$ cat src/rtl/vga_pkg.sv
// Shared types and constants for the VGA video-RAM arbiter.
// Grant/tag encoding and host-read handshake states.
package vga_pkg;

  localparam int SLOT_PERIOD_SVGA = 6;
  localparam int VRAM_ADDR_W      = 16;
  localparam int VRAM_DATA_W      = 16;

  typedef enum logic [1:0] {
    NONE  = 2'd0,
    FETCH = 2'd1,
    WRITE = 2'd2,
    HREAD = 2'd3
  } grant_e;

  typedef enum logic [1:0] {
    RD_IDLE   = 2'd0,
    RD_PEND   = 2'd1,
    RD_FLIGHT = 2'd2
  } rd_state_e;

  function automatic logic is_read(grant_e g);
    return (g == FETCH) || (g == HREAD);
  endfunction

endpackage

$ cat src/rtl/vga_wr_fifo.sv
// Host write FIFO holding {addr,data} pairs.
// Head entry is presented combinationally; pop advances it.
module vga_wr_fifo #(
  parameter int AW    = 16,
  parameter int DW    = 16,
  parameter int DEPTH = 4
) (
  input  logic          clk,
  input  logic          rst_n,
  input  logic          i_push,
  input  logic [AW-1:0] i_addr,
  input  logic [DW-1:0] i_data,
  input  logic          i_pop,
  output logic [AW-1:0] o_addr,
  output logic [DW-1:0] o_data,
  output logic          o_full,
  output logic          o_empty
);

  localparam int PW = (DEPTH > 1) ? $clog2(DEPTH) : 1;
  localparam int CW = $clog2(DEPTH + 1);

  logic [AW+DW-1:0] r_mem [DEPTH];
  logic [PW-1:0]    r_wr_ptr;
  logic [PW-1:0]    r_rd_ptr;
  logic [CW-1:0]    r_count;
  logic             w_push;
  logic             w_pop;
  logic [AW+DW-1:0] w_head;

  function automatic logic [PW-1:0] nxt(
    input logic [PW-1:0] p
  );
    return (p == PW'(DEPTH - 1)) ? '0 : p + 1'b1;
  endfunction

  assign o_full  = (r_count == CW'(DEPTH));
  assign o_empty = (r_count == '0);
  assign w_push  = i_push && !o_full;
  assign w_pop   = i_pop && !o_empty;
  assign w_head  = r_mem[r_rd_ptr];
  assign o_addr  = w_head[AW+DW-1:DW];
  assign o_data  = w_head[DW-1:0];

  always_ff @(posedge clk) begin
    if (w_push) r_mem[r_wr_ptr] <= {i_addr, i_data};
  end

  always_ff @(posedge clk or negedge rst_n) begin
    if (!rst_n) begin
      r_wr_ptr <= '0;
      r_rd_ptr <= '0;
      r_count  <= '0;
    end else begin
      if (w_push) r_wr_ptr <= nxt(r_wr_ptr);
      if (w_pop)  r_rd_ptr <= nxt(r_rd_ptr);
      unique case ({w_push, w_pop})
        2'b10:   r_count <= r_count + 1'b1;
        2'b01:   r_count <= r_count - 1'b1;
        default: r_count <= r_count;
      endcase
    end
  end

endmodule

$ cat src/rtl/vga_vram_arbiter.sv
// Time-sliced video RAM scheduler: one fetch slot per pixel
// period, remaining slots for buffered host writes and reads.
module vga_vram_arbiter
  import vga_pkg::*;
#(
  parameter int ADDR_W      = VRAM_ADDR_W,
  parameter int DATA_W      = VRAM_DATA_W,
  parameter int SLOT_PERIOD = SLOT_PERIOD_SVGA,
  parameter int FETCH_SLOT  = 1,
  parameter int FIFO_DEPTH  = 4
) (
  input  logic              clk,
  input  logic              rst_n,
  output logic              o_pix_ce,
  input  logic              i_fetch_req,
  input  logic [ADDR_W-1:0] i_fetch_addr,
  output logic              o_fetch_valid,
  output logic [DATA_W-1:0] o_fetch_data,
  input  logic              i_host_wr,
  input  logic [ADDR_W-1:0] i_host_addr,
  input  logic [DATA_W-1:0] i_host_wdata,
  output logic              o_host_full,
  output logic              o_host_ovf,
  input  logic              i_host_rd,
  input  logic [ADDR_W-1:0] i_host_rd_addr,
  output logic              o_host_rd_busy,
  output logic              o_host_rd_valid,
  output logic [DATA_W-1:0] o_host_rd_data,
  output logic [ADDR_W-1:0] o_ram_addr,
  output logic [DATA_W-1:0] o_ram_wdata,
  output logic              o_ram_we,
  input  logic [DATA_W-1:0] i_ram_rdata
);

  localparam int SW = (SLOT_PERIOD > 2) ? $clog2(SLOT_PERIOD) : 1;

  logic [SW-1:0]     r_slot;
  logic              r_pix_ce;
  grant_e            w_grant;
  grant_e            r_tag1;
  grant_e            r_tag2;
  rd_state_e         r_rd_state;
  rd_state_e         w_rd_nxt;
  logic [ADDR_W-1:0] r_rd_addr;
  logic [ADDR_W-1:0] r_ram_addr;
  logic [DATA_W-1:0] r_ram_wdata;
  logic              r_ram_we;
  logic              r_fetch_valid;
  logic [DATA_W-1:0] r_fetch_data;
  logic              r_hrd_valid;
  logic [DATA_W-1:0] r_hrd_data;
  logic              r_ovf;
  logic              w_fetch_slot;
  logic              w_full;
  logic              w_empty;
  logic              w_push;
  logic              w_pop;
  logic [ADDR_W-1:0] w_head_addr;
  logic [DATA_W-1:0] w_head_data;

  assign w_fetch_slot = (r_slot == SW'(FETCH_SLOT));
  assign w_push       = i_host_wr && !w_full;
  assign w_pop        = (w_grant == WRITE);

  vga_wr_fifo #(
    .AW    (ADDR_W),
    .DW    (DATA_W),
    .DEPTH (FIFO_DEPTH)
  ) u_fifo (
    .clk     (clk),
    .rst_n   (rst_n),
    .i_push  (w_push),
    .i_addr  (i_host_addr),
    .i_data  (i_host_wdata),
    .i_pop   (w_pop),
    .o_addr  (w_head_addr),
    .o_data  (w_head_data),
    .o_full  (w_full),
    .o_empty (w_empty)
  );

  always_ff @(posedge clk or negedge rst_n) begin
    if (!rst_n) begin
      r_slot   <= '0;
      r_pix_ce <= 1'b0;
    end else begin
      r_pix_ce <= (r_slot == SW'(SLOT_PERIOD - 1));
      if (r_slot == SW'(SLOT_PERIOD - 1)) r_slot <= '0;
      else                                r_slot <= r_slot + 1'b1;
    end
  end

  // Reads wait behind the FIFO so they see all earlier writes.
  always_comb begin
    w_grant = NONE;
    if (w_fetch_slot && i_fetch_req)  w_grant = FETCH;
    else if (!w_empty)                w_grant = WRITE;
    else if (r_rd_state == RD_PEND)   w_grant = HREAD;
  end

  always_comb begin
    w_rd_nxt = r_rd_state;
    unique case (r_rd_state)
      RD_IDLE:   if (i_host_rd)         w_rd_nxt = RD_PEND;
      RD_PEND:   if (w_grant == HREAD)  w_rd_nxt = RD_FLIGHT;
      RD_FLIGHT: if (r_tag2 == HREAD)   w_rd_nxt = RD_IDLE;
      default:                          w_rd_nxt = RD_IDLE;
    endcase
  end

  always_ff @(posedge clk or negedge rst_n) begin
    if (!rst_n) begin
      r_rd_state <= RD_IDLE;
      r_rd_addr  <= '0;
    end else begin
      r_rd_state <= w_rd_nxt;
      if (r_rd_state == RD_IDLE && i_host_rd)
        r_rd_addr <= i_host_rd_addr;
    end
  end

  always_ff @(posedge clk or negedge rst_n) begin
    if (!rst_n) begin
      r_ram_addr  <= '0;
      r_ram_wdata <= '0;
      r_ram_we    <= 1'b0;
    end else begin
      unique case (w_grant)
        FETCH: begin
          r_ram_addr <= i_fetch_addr;
          r_ram_we   <= 1'b0;
        end
        WRITE: begin
          r_ram_addr  <= w_head_addr;
          r_ram_wdata <= w_head_data;
          r_ram_we    <= 1'b1;
        end
        HREAD: begin
          r_ram_addr <= r_rd_addr;
          r_ram_we   <= 1'b0;
        end
        default: r_ram_we <= 1'b0;
      endcase
    end
  end

  // Tag travels alongside the RAM access to steer returned data.
  always_ff @(posedge clk or negedge rst_n) begin
    if (!rst_n) begin
      r_tag1 <= NONE;
      r_tag2 <= NONE;
    end else begin
      r_tag1 <= is_read(w_grant) ? w_grant : NONE;
      r_tag2 <= r_tag1;
    end
  end

  always_ff @(posedge clk or negedge rst_n) begin
    if (!rst_n) begin
      r_fetch_valid <= 1'b0;
      r_fetch_data  <= '0;
      r_hrd_valid   <= 1'b0;
      r_hrd_data    <= '0;
    end else begin
      r_fetch_valid <= (r_tag2 == FETCH);
      r_hrd_valid   <= (r_tag2 == HREAD);
      if (r_tag2 == FETCH) r_fetch_data <= i_ram_rdata;
      if (r_tag2 == HREAD) r_hrd_data   <= i_ram_rdata;
    end
  end

  always_ff @(posedge clk or negedge rst_n) begin
    if (!rst_n)                 r_ovf <= 1'b0;
    else if (i_host_wr && w_full) r_ovf <= 1'b1;
  end

  assign o_pix_ce        = r_pix_ce;
  assign o_fetch_valid   = r_fetch_valid;
  assign o_fetch_data    = r_fetch_data;
  assign o_host_full     = w_full;
  assign o_host_ovf      = r_ovf;
  assign o_host_rd_busy  = (r_rd_state != RD_IDLE);
  assign o_host_rd_valid = r_hrd_valid;
  assign o_host_rd_data  = r_hrd_data;
  assign o_ram_addr      = r_ram_addr;
  assign o_ram_wdata     = r_ram_wdata;
  assign o_ram_we        = r_ram_we;

endmodule

$ cat config.mk
export PLATFORM = sky130hd
export DESIGN_NAME = vga_vram_arbiter
export DESIGN_NICKNAME = d
export VERILOG_FILES = /design/src/rtl/vga_pkg.sv /design/src/rtl/vga_wr_fifo.sv /design/src/rtl/vga_vram_arbiter.sv
export SDC_FILE = /design/constraint.sdc
export NUM_CORES = 1
export LEC_CHECK = 0
export CORE_UTILIZATION = 53
export CTS_BUF_LIST = sky130_fd_sc_hd__clkbuf_16
export CTS_CLUSTER_DIAMETER = 40
export DETAILED_ROUTE_END_ITERATION = 10
export GPL_ROUTABILITY_DRIVEN = 0
export PLACE_DENSITY = 0.81
export SETUP_SLACK_MARGIN = 0.1
export SLEW_MARGIN = 10
export SYNTH_ARGS = -nofsm -noshare
export SYNTH_HDL_FRONTEND = slang
export SYNTH_SLANG_ARGS = --single-unit
$ cat constraint.sdc
create_clock -name clk -period 2.9 [get_ports clk]
set_input_delay 0.58 -clock clk [delete_from_list [all_inputs] [get_ports clk]]
set_output_delay 0.58 -clock clk [all_outputs]
set_load 0.005 [all_outputs]
* Word level (Yosys, flattened, before mapping)
Memories as Yosys holds them, arrays and structs flattened.
Index checks and enable logic that the tools add are counted.
** Storage, ports and cells
- Memory bits (writable) :: 128
- Bits of input ports :: 85
- Memories kept :: 1
- Output and inout port bits :: 71
- Flip-flop bits (word level) :: 101
- Logic and storage cells :: 71
** Memories
- u_fifo.r_mem :: words 4, bits a word 32, rd ports 1, clocked after memory_dff 0, wr ports 1, line vga_wr_fifo.sv:23 : logic [AW+DW-1:0] r_mem [DEPTH];
** Cells by class
- Reductions and logical operators :: 15
- Muxes and demuxes :: 16
- Add/subtract/negate cells :: 5
- Equal/unequal tests :: 17
** Operators by type and width (count)
- 16-bit case mux with 3 select lines :: 1
- 2-bit two-way mux :: 9
- 2-bit equality test (second input constant) :: 7
- 2-bit by 1-bit equality test with 1-bit output (second input constant) :: 4
- 3-bit by 1-bit adder with 3-bit output (second input constant) :: 2
- 3-bit equality test (second input constant) :: 2
- 1-bit logical AND :: 6
- 2-bit case mux with 3 select lines :: 1
- 3-bit case mux with 2 select lines :: 1
- 2-bit by 1-bit adder with 2-bit output (second input constant) :: 2
- 2-bit != test (second input constant) :: 2
- 2-bit nonzero test :: 2
- 3-bit by 1-bit equality test with 1-bit output (second input constant) :: 1
- 3-bit zero test :: 1
- 1-bit two-way mux :: 3
- 3-bit two-way mux :: 1
- 3-bit AND reduction :: 1
- 3-bit nonzero test :: 1
- 3-bit by 1-bit subtractor with 3-bit output (second input constant) :: 1
- 1-bit zero test :: 2
- 2-bit zero test :: 1
- 2-bit by 1-bit != test with 1-bit output (second input constant) :: 1
- 1-bit logical OR :: 1

* Depth between registers and ports, before layout
Gate-level depths: netlist of run 1.
- Depth in word-level cells :: 8
- Gate-level depth with buffers :: 10

* Cells and area by module
Synthesis of run 1 repeated with hierarchy kept, for this count alone.
** Second synthesis, totals
- Cells, all modules :: 470
- Area total of the unflattened synthesis :: 8911.0 µm²
** By module, submodules not included
- vga_wr_fifo :: seq. area each 4018.9 µm², times used 1, area an instance 5116.2 µm², cells each 208
- vga_vram_arbiter :: seq. area each 2352.3 µm², times used 1, area an instance 3794.9 µm², cells each 262

* Least setup slack after synthesis of run 1
OpenSTA, ideal clock, no wires.
- Kind :: input-to-reg
- Start point :: input port i_fetch_req
- End point :: register u_fifo.r_count[2]
- Path buffers :: 2
- Setup slack :: 633 ps
- Arrival :: 2188 ps
- Stages on the path :: 10
- Setup time :: 79 ps
- Path through :: nor4bb_4 > buf_6 > nor2_8 > buf_12 > ha_1 > inv_1 > fa_1 > xor2_1 > nor2_1 > xor2_1
** Between the ends
- Cells in the longest elaborated chain, start to end :: 6
- Elaborated cells between the ends (all ways) :: 8
- Classes of those cells :: 3 x eq/ne; 2 x mux; 3 x reduce/logical
** RTL lines
- start: declaration :: line vga_vram_arbiter.sv:15 : input logic i_fetch_req,
- 1-bit logical AND * :: line vga_vram_arbiter.sv:96 : if (w_fetch_slot && i_fetch_req) w_grant = FETCH;
- 2-bit two-way mux * :: line vga_vram_arbiter.sv:96
- 2-bit equality test * :: line vga_vram_arbiter.sv:63 : assign w_pop = (w_grant == WRITE);
- net u_fifo.i_pop :: line vga_wr_fifo.sv:13 : input logic i_pop,
- 1-bit logical AND * :: line vga_wr_fifo.sv:40 : assign w_pop = i_pop && !o_empty;
- 2-bit by 1-bit equality test with 1-bit output / 2-bit equality test (equally long branches) :: line vga_wr_fifo.sv:57 : unique case ({w_push, w_pop})
- 3-bit case mux with 2 select lines / 2-bit nonzero test (equally long branches)
- end signal: assignment :: line vga_wr_fifo.sv:58 : 2'b10: r_count <= r_count + 1'b1;
- end signal: assignment :: line vga_wr_fifo.sv:59 : 2'b01: r_count <= r_count - 1'b1;
- end signal: assignment :: line vga_wr_fifo.sv:60 : default: r_count <= r_count;
- end: declaration :: line vga_wr_fifo.sv:26 : logic [CW-1:0] r_count;
The timed path passes the listed nets; every way through them passes the cells marked *.
A chain may end at the register's enable or synchronous reset.

* Worst setup path after layout of run 1
- Start point :: register u_fifo.r_count[0]
- End point :: output port o_host_full
** Between the ends
- Cells in the longest elaborated chain, start to end :: 1
** RTL lines
- 3-bit equality test :: line vga_wr_fifo.sv:37 : assign o_full = (r_count == CW'(DEPTH));
- end: declaration :: line vga_vram_arbiter.sv:22 : output logic o_host_full,
Every way passes these cells.

==> flow_summary.ini, run 1 <==
[cells_and_area]
nFillCells = 1053
final_nets = 742
syn_to_final_growth_pct = 32.6
multi_input_area_um2 = 2340
drive_above_1_share_pct = 25.8
seq_area_um2 = 6370
fin_area_um2 = 11800
antenna_cells = 0

[critical_path]
cp_max_fo = 5
critPathLaunchType = flop
worstPathRequired_ps = 2320
end_kind = output port
path_class = flop to output port
cp.arrival_ps = 1950

[synth]
synthArstFlopShare_pct = 44.1
yosys_warnings = 0
synth_seq_cells = 229
netlist_area_um2 = 8910
synth_common_cells = edfxtp_1 (128), dfrtp_1 (101), mux2_2 (57)
synth_nets = 560
synthCells = 468
synth_area_per_cell_um2 = 19.0
yosysMostFrequentCell = edfxtp_1
ys_types = 38
synth_top_area_cell = edfxtp_1
synth_ff_type = edfxtp_1
ys_seq_area_share_pct = 71.5
synth_top_cell_area_share_pct = 43.1
synth_area_leaders = edfxtp_1 (43%), dfrtp_1 (28%), mux2_2 (7.2%), mux4_2 (6.6%), mux2i_1 (2.0%)
synth_edf_count = 128

[route]
drc = 0
routed-via-count = 4851
dr.pass1.iters = 5
ant_nets = 0
drt-initial-drc-count = 248
wl_per_cell_um = 20.3
wl_um = 18100
viasPerCell = 5.43

[pwr]
power.density_nw_per_um2 = 1070
peakVddDrop_mv = 0.605
power_leakage_nw = 4.53

[clock_network]
cts_htree_levels = 1
root_buffer = clkbuf_16
ctsResizeCount = 0
cts_hold_buf = 0
ctsLongestPathBuffers = 3
cts_made_buffers = 30
clkLatencyLatePin_ps = 540
clkSinkCount = 229
cts_setup_buffers = 0
clk_pin_slew_ps = 60
cts_tree = yes

[sta]
relSlewSlack_pct = 44.3
setup_viol = 0
max_clock_freq_mhz = 395
setup-tns-final_ps = 0
hold_violations = 0
drv_slew = 0
fin_worst_skew_ps = 18.2
layout_min_cycle_time_ps = 2530
rsz0062_at_grt = no
worst_pin_slew_ps = 834
finalCritPeriodShare_pct = 87.3

[floorplanning]
num_io_pins = 156
die-area_um2 = 17300
die_y_um = 132
start_util_pct = 53.9
core.rowCount = 47
fp.coreArea_um2 = 16500
die_w_um = 132

[place]
dp_hpwl_um = 11900
placed_area_um2 = 10800
port_buffers = 155

[global_routing]
antenna_found_initial = 1
grt_max_degree = 54
grt_pass1_vias = 5213
grt_use_total_pct = 21.7
grt_pass1_wl_um = 29000
overflow = 0

[run_status]
status = finished clean

[worst_hold_path]
hp-class = input port to async pin

[run]
cap_violations = 0
worst max-delay path: stages, from the launching register on:
cell,delay [ps]
dfrtp_1,460
nor3b_1,380
clkdlybuf4s50_1,580
final timing paths:
path / startpoint / endpoint / slack, ps / cells past startpoint
max in group asynchronous: rst_n / o_pix_ce$_DFF_PN0_ / 2050 / 2
max: u_fifo.r_count[0]$_DFFE_PN0P_ / o_host_full / 370 / 2
min reg2reg: r_tag1[1]$_DFF_PN0_ / r_tag2[1]$_DFF_PN0_ / 360 / 0
min: rst_n / r_rd_addr[12]$_DFFE_PN0P_ / 110 / 1
min in group clk: r_tag1[1]$_DFF_PN0_ / r_tag2[1]$_DFF_PN0_ / 360 / 0
max reg2reg: u_fifo.r_count[0]$_DFFE_PN0P_ / u_fifo.r_count[2]$_DFFE_PN0P_ / 670 / 9
power by group:
part           internal [W]  switching (W)  total, W  leakage, nW
logic               0.00233        0.00149   0.00383         1.66
registers           0.00452       0.000555   0.00508         2.37
clock network       0.00237        0.00142   0.00378        0.507
total               0.00922        0.00347    0.0127         4.53
layout make-up:
| class | count | share of cell area, % |
|---|---|---|
| multi-input combinational | 207 | 19.8 |
| sequential | 229 | 53.9 |
| clock inverter | 26 | 2.62 |
| clock buffer | 30 | 6.35 |
| tap | 220 | 2.33 |
| inverter | 10 | 0.318 |
| timing repair buffer | 172 | 14.6 |
routing by layer:
| layer | vias up | GRT usage, % | wire length (um) |
|---|---|---|---|
| met4 | 2 | 5.30 | 338 |
| met5 | - | 0 | 8 |
| met1 | 2477 | 27.3 | 7430 |
| met3 | 33 | 5.44 | 1110 |
| li1 | 2160 | - | - |
| met2 | 179 | 37.7 | 9250 |
sequential cells by signal (all words and copies together) (netlist names):
| register | count |
|---|---|
| u_fifo.r_mem | 128 |
| o_fetch_data | 16 |
| o_host_rd_data | 16 |
| o_ram_addr | 16 |
| o_ram_wdata | 16 |
| r_rd_addr | 16 |
| r_slot | 3 |
| u_fifo.r_count | 3 |
| r_rd_state | 2 |
| r_tag1 | 2 |
| r_tag2 | 2 |
| u_fifo.r_rd_ptr | 2 |
| u_fifo.r_wr_ptr | 2 |
| o_fetch_valid | 1 |
| o_host_ovf | 1 |
| o_host_rd_valid | 1 |
| o_pix_ce | 1 |
| o_ram_we | 1 |
through the flow:
step	util (%)	total power (W)	hold WS (ps)	worst slack (ps)	std cells
floorplan	-	0.00720	284	633	468
global placement	65.1	0.00879	334	395	838
detailed placement	65.1	0.00898	351	392	838
CTS	71.5	0.0128	130	354	894
global route	71.5	0.0133	158	278	894
finish	71.5	0.0127	107	367	894
layout by cell type, fill, tap and decap left out, types with 2 or more instances in the layout:
| cell | count |
|---|---|
| inv_6 | 3 |
| xor2_1 | 2 |
| mux4_1 | 6 |
| clkinv_4 | 5 |
| and2_2 | 4 |
| ha_1 | 6 |
| clkdlybuf4s50_1 | 154 |
| edfxtp_1 | 128 |
| nor2b_1 | 2 |
| dfrtp_1 | 100 |
| clkinv_1 | 3 |
| o21ai_0 | 2 |
| nor2_1 | 5 |
| o211ai_1 | 16 |
| nand3_1 | 16 |
| mux2_4 | 11 |
| clkinvlp_4 | 5 |
| inv_1 | 12 |
| mux2i_1 | 18 |
| clkbuf_16 | 30 |
| bufinv_16 | 5 |
| buf_4 | 14 |
| o22ai_1 | 2 |
| nand2_1 | 19 |
| buf_12 | 4 |
| mux4_2 | 26 |
| mux2_2 | 57 |
kinds of logic after synthesis:
kind of cell / Yosys count / synth area share (%)
xor+xnor: 3 / 0.295
mux: 118 / 19.4
buf+inv: 32 / 2.27
compound gates: 21 / 1.68
simple gates: 58 / 3.79
fa+ha+maj: 7 / 1.07
flops: 229 / 71.5
Note: power is estimated with default switching activity, not from simulation.
==> inputs of run 2 (changes only) <==
--- a/config.mk
+++ b/config.mk
@@ -6,12 +6,12 @@
 export NUM_CORES = 1
 export LEC_CHECK = 0
 export CORE_UTILIZATION = 53
-export CTS_BUF_LIST = sky130_fd_sc_hd__clkbuf_16
 export CTS_CLUSTER_DIAMETER = 40
 export DETAILED_ROUTE_END_ITERATION = 10
 export GPL_ROUTABILITY_DRIVEN = 0
 export PLACE_DENSITY = 0.81
 export SETUP_SLACK_MARGIN = 0.1
+export SKIP_CTS_REPAIR_TIMING = 1
 export SLEW_MARGIN = 10
 export SYNTH_ARGS = -nofsm -noshare
 export SYNTH_HDL_FRONTEND = slang
==> flow_summary.ini, run 2 (synthesis results as in run 1) <==
[cells_and_area]
nFillCells = 1050
largest_reg_flops = 128
final_util_pct = 71.6
final_cell_mix = clkdlybuf4s50_1 (154), edfxtp_1 (128), dfrtp_1 (100)
fin_area_um2 = 11800
final_nets = 742
antenna_cells = 0
drive_above_1_share_pct = 26.0
top_register = u_fifo.r_mem
syn_to_final_growth_pct = 32.7
final_common_cell = clkdlybuf4s50_1

[route]
wl_um = 18200
wl_per_cell_um = 20.4
drt-initial-drc-count = 246
viasPerCell = 5.41
drc = 0
ant_nets = 0
dr.pass1.iters = 4
routed-via-count = 4833

[critical_path]
cp.arrival_ps = 1950
slowest_stage = clkdlybuf4s50_1
critical_path.cell_chain = nor3b_1 > clkdlybuf4s50_1
critPathLaunchType = flop
end_kind = output port
crit_path_max_incr_delay_ps = 580
cp_max_fo = 5
reg2reg_slack_ps = 670
worstPathRequired_ps = 2320
path_class = flop to output port

[floorplanning]
core.rowCount = 47
die_y_um = 132
fp.coreArea_um2 = 16500
start_util_pct = 53.9
die-area_um2 = 17300
num_io_pins = 156
die_w_um = 132

[global_routing]
grt_max_degree = 54
grt_pass1_wl_um = 29000
grt_use_total_pct = 21.7
grt_pass1_vias = 5198
overflow = 0
antenna_found_initial = 1

[sta]
rsz0062_at_grt = no
fin_ws_ps = 368
finalCritPeriodShare_pct = 87.3
hold_violations = 0
max_clock_freq_mhz = 395
setup_viol = 0
drv_slew = 0
relSlewSlack_pct = 44.0
layout_min_cycle_time_ps = 2530
worst_pin_slew_ps = 838
setup-tns-final_ps = 0
fin_worst_skew_ps = 16.8

[place]
placed_area_um2 = 10800
pre_cts_slack_ps = 392
dp_hpwl_um = 11900
port_buffers = 155

[pwr]
p_total_w = 0.0127
power_leakage_nw = 4.53
power.density_nw_per_um2 = 1080
peakVddDrop_mv = 0.608

[run_status]
status = finished clean

[run]
cap_violations = 0

[clock_network]
cts_tree = yes
root_buffer = clkbuf_16
clkSinkCount = 229
cts_made_buffers = 30
clkLatencyLatePin_ps = 540
ctsLongestPathBuffers = 3
clk_pin_slew_ps = 60
cts_htree_levels = 1

[worst_hold_path]
hp-class = input port to async pin
## run 2: cell count changes in the layout (fill, tap and decap cells not counted)
cell and change:
clkbuf_8 +1, clkinv_1 -1, inv_1 -2, clkbuf_1 +2
## run 2: critical path: cells and delay by family, from the launching register on
family                 cells  cell delay (ps)
buffers and inverters      1              580
and+or+nand+nor            1              380
DFF                        1              460
## run 2: worst paths after layout
kind / startpoint / end / cells past startpoint
setup reg to reg: u_fifo.r_count[0]$_DFFE_PN0P_ / u_fifo.r_count[2]$_DFFE_PN0P_ / 9
hold reg to reg: r_tag1[0]$_DFF_PN0_ / r_tag2[0]$_DFF_PN0_ / 0
hold / removal: rst_n / r_rd_addr[12]$_DFFE_PN0P_ / 1
max in group asynchronous: rst_n / o_pix_ce$_DFF_PN0_ / 2
min in group clk: r_tag1[0]$_DFF_PN0_ / r_tag2[0]$_DFF_PN0_ / 0
setup / recovery: u_fifo.r_count[0]$_DFFE_PN0P_ / o_host_full / 2
## run 2: per-stage QoR
step	hold slack (ps)	cells
after floorplan	284	468
after global placement	334	838
after detailed placement	351	838
after CTS	130	894
after global routing	158	894
final	109	894
## run 2: where the power goes
| part | internal (W) | switching, W | leakage (nW) |
|---|---|---|---|
| combinational | 0.00233 | 0.00150 | 1.66 |
| sequential | 0.00452 | 0.000555 | 2.37 |
| clock | 0.00240 | 0.00142 | 0.505 |
| total | 0.00925 | 0.00348 | 4.53 |
## run 2: cell type report
cell class | count | area (um^2) | share of cell area (%)
Clock buffer | 33 | 772 | 6.53
Tap cell | 220 | 275 | 2.33
Multi-Input combinational cell | 207 | 2340 | 19.8
Sequential cell | 229 | 6370 | 53.9
Clock inverter | 23 | 298 | 2.52
Timing Repair Buffer | 172 | 1730 | 14.6
Inverter | 10 | 37.5 | 0.317
## run 2: metal layers
layer  track usage (%)  vias to the layer above  wire, um
li1                  -                     2161         -
met1              27.5                     2468      7540
met2              37.6                      169      9220
met3              5.44                       33      1100
met4              5.30                        2       338
met5                 0                        -        12
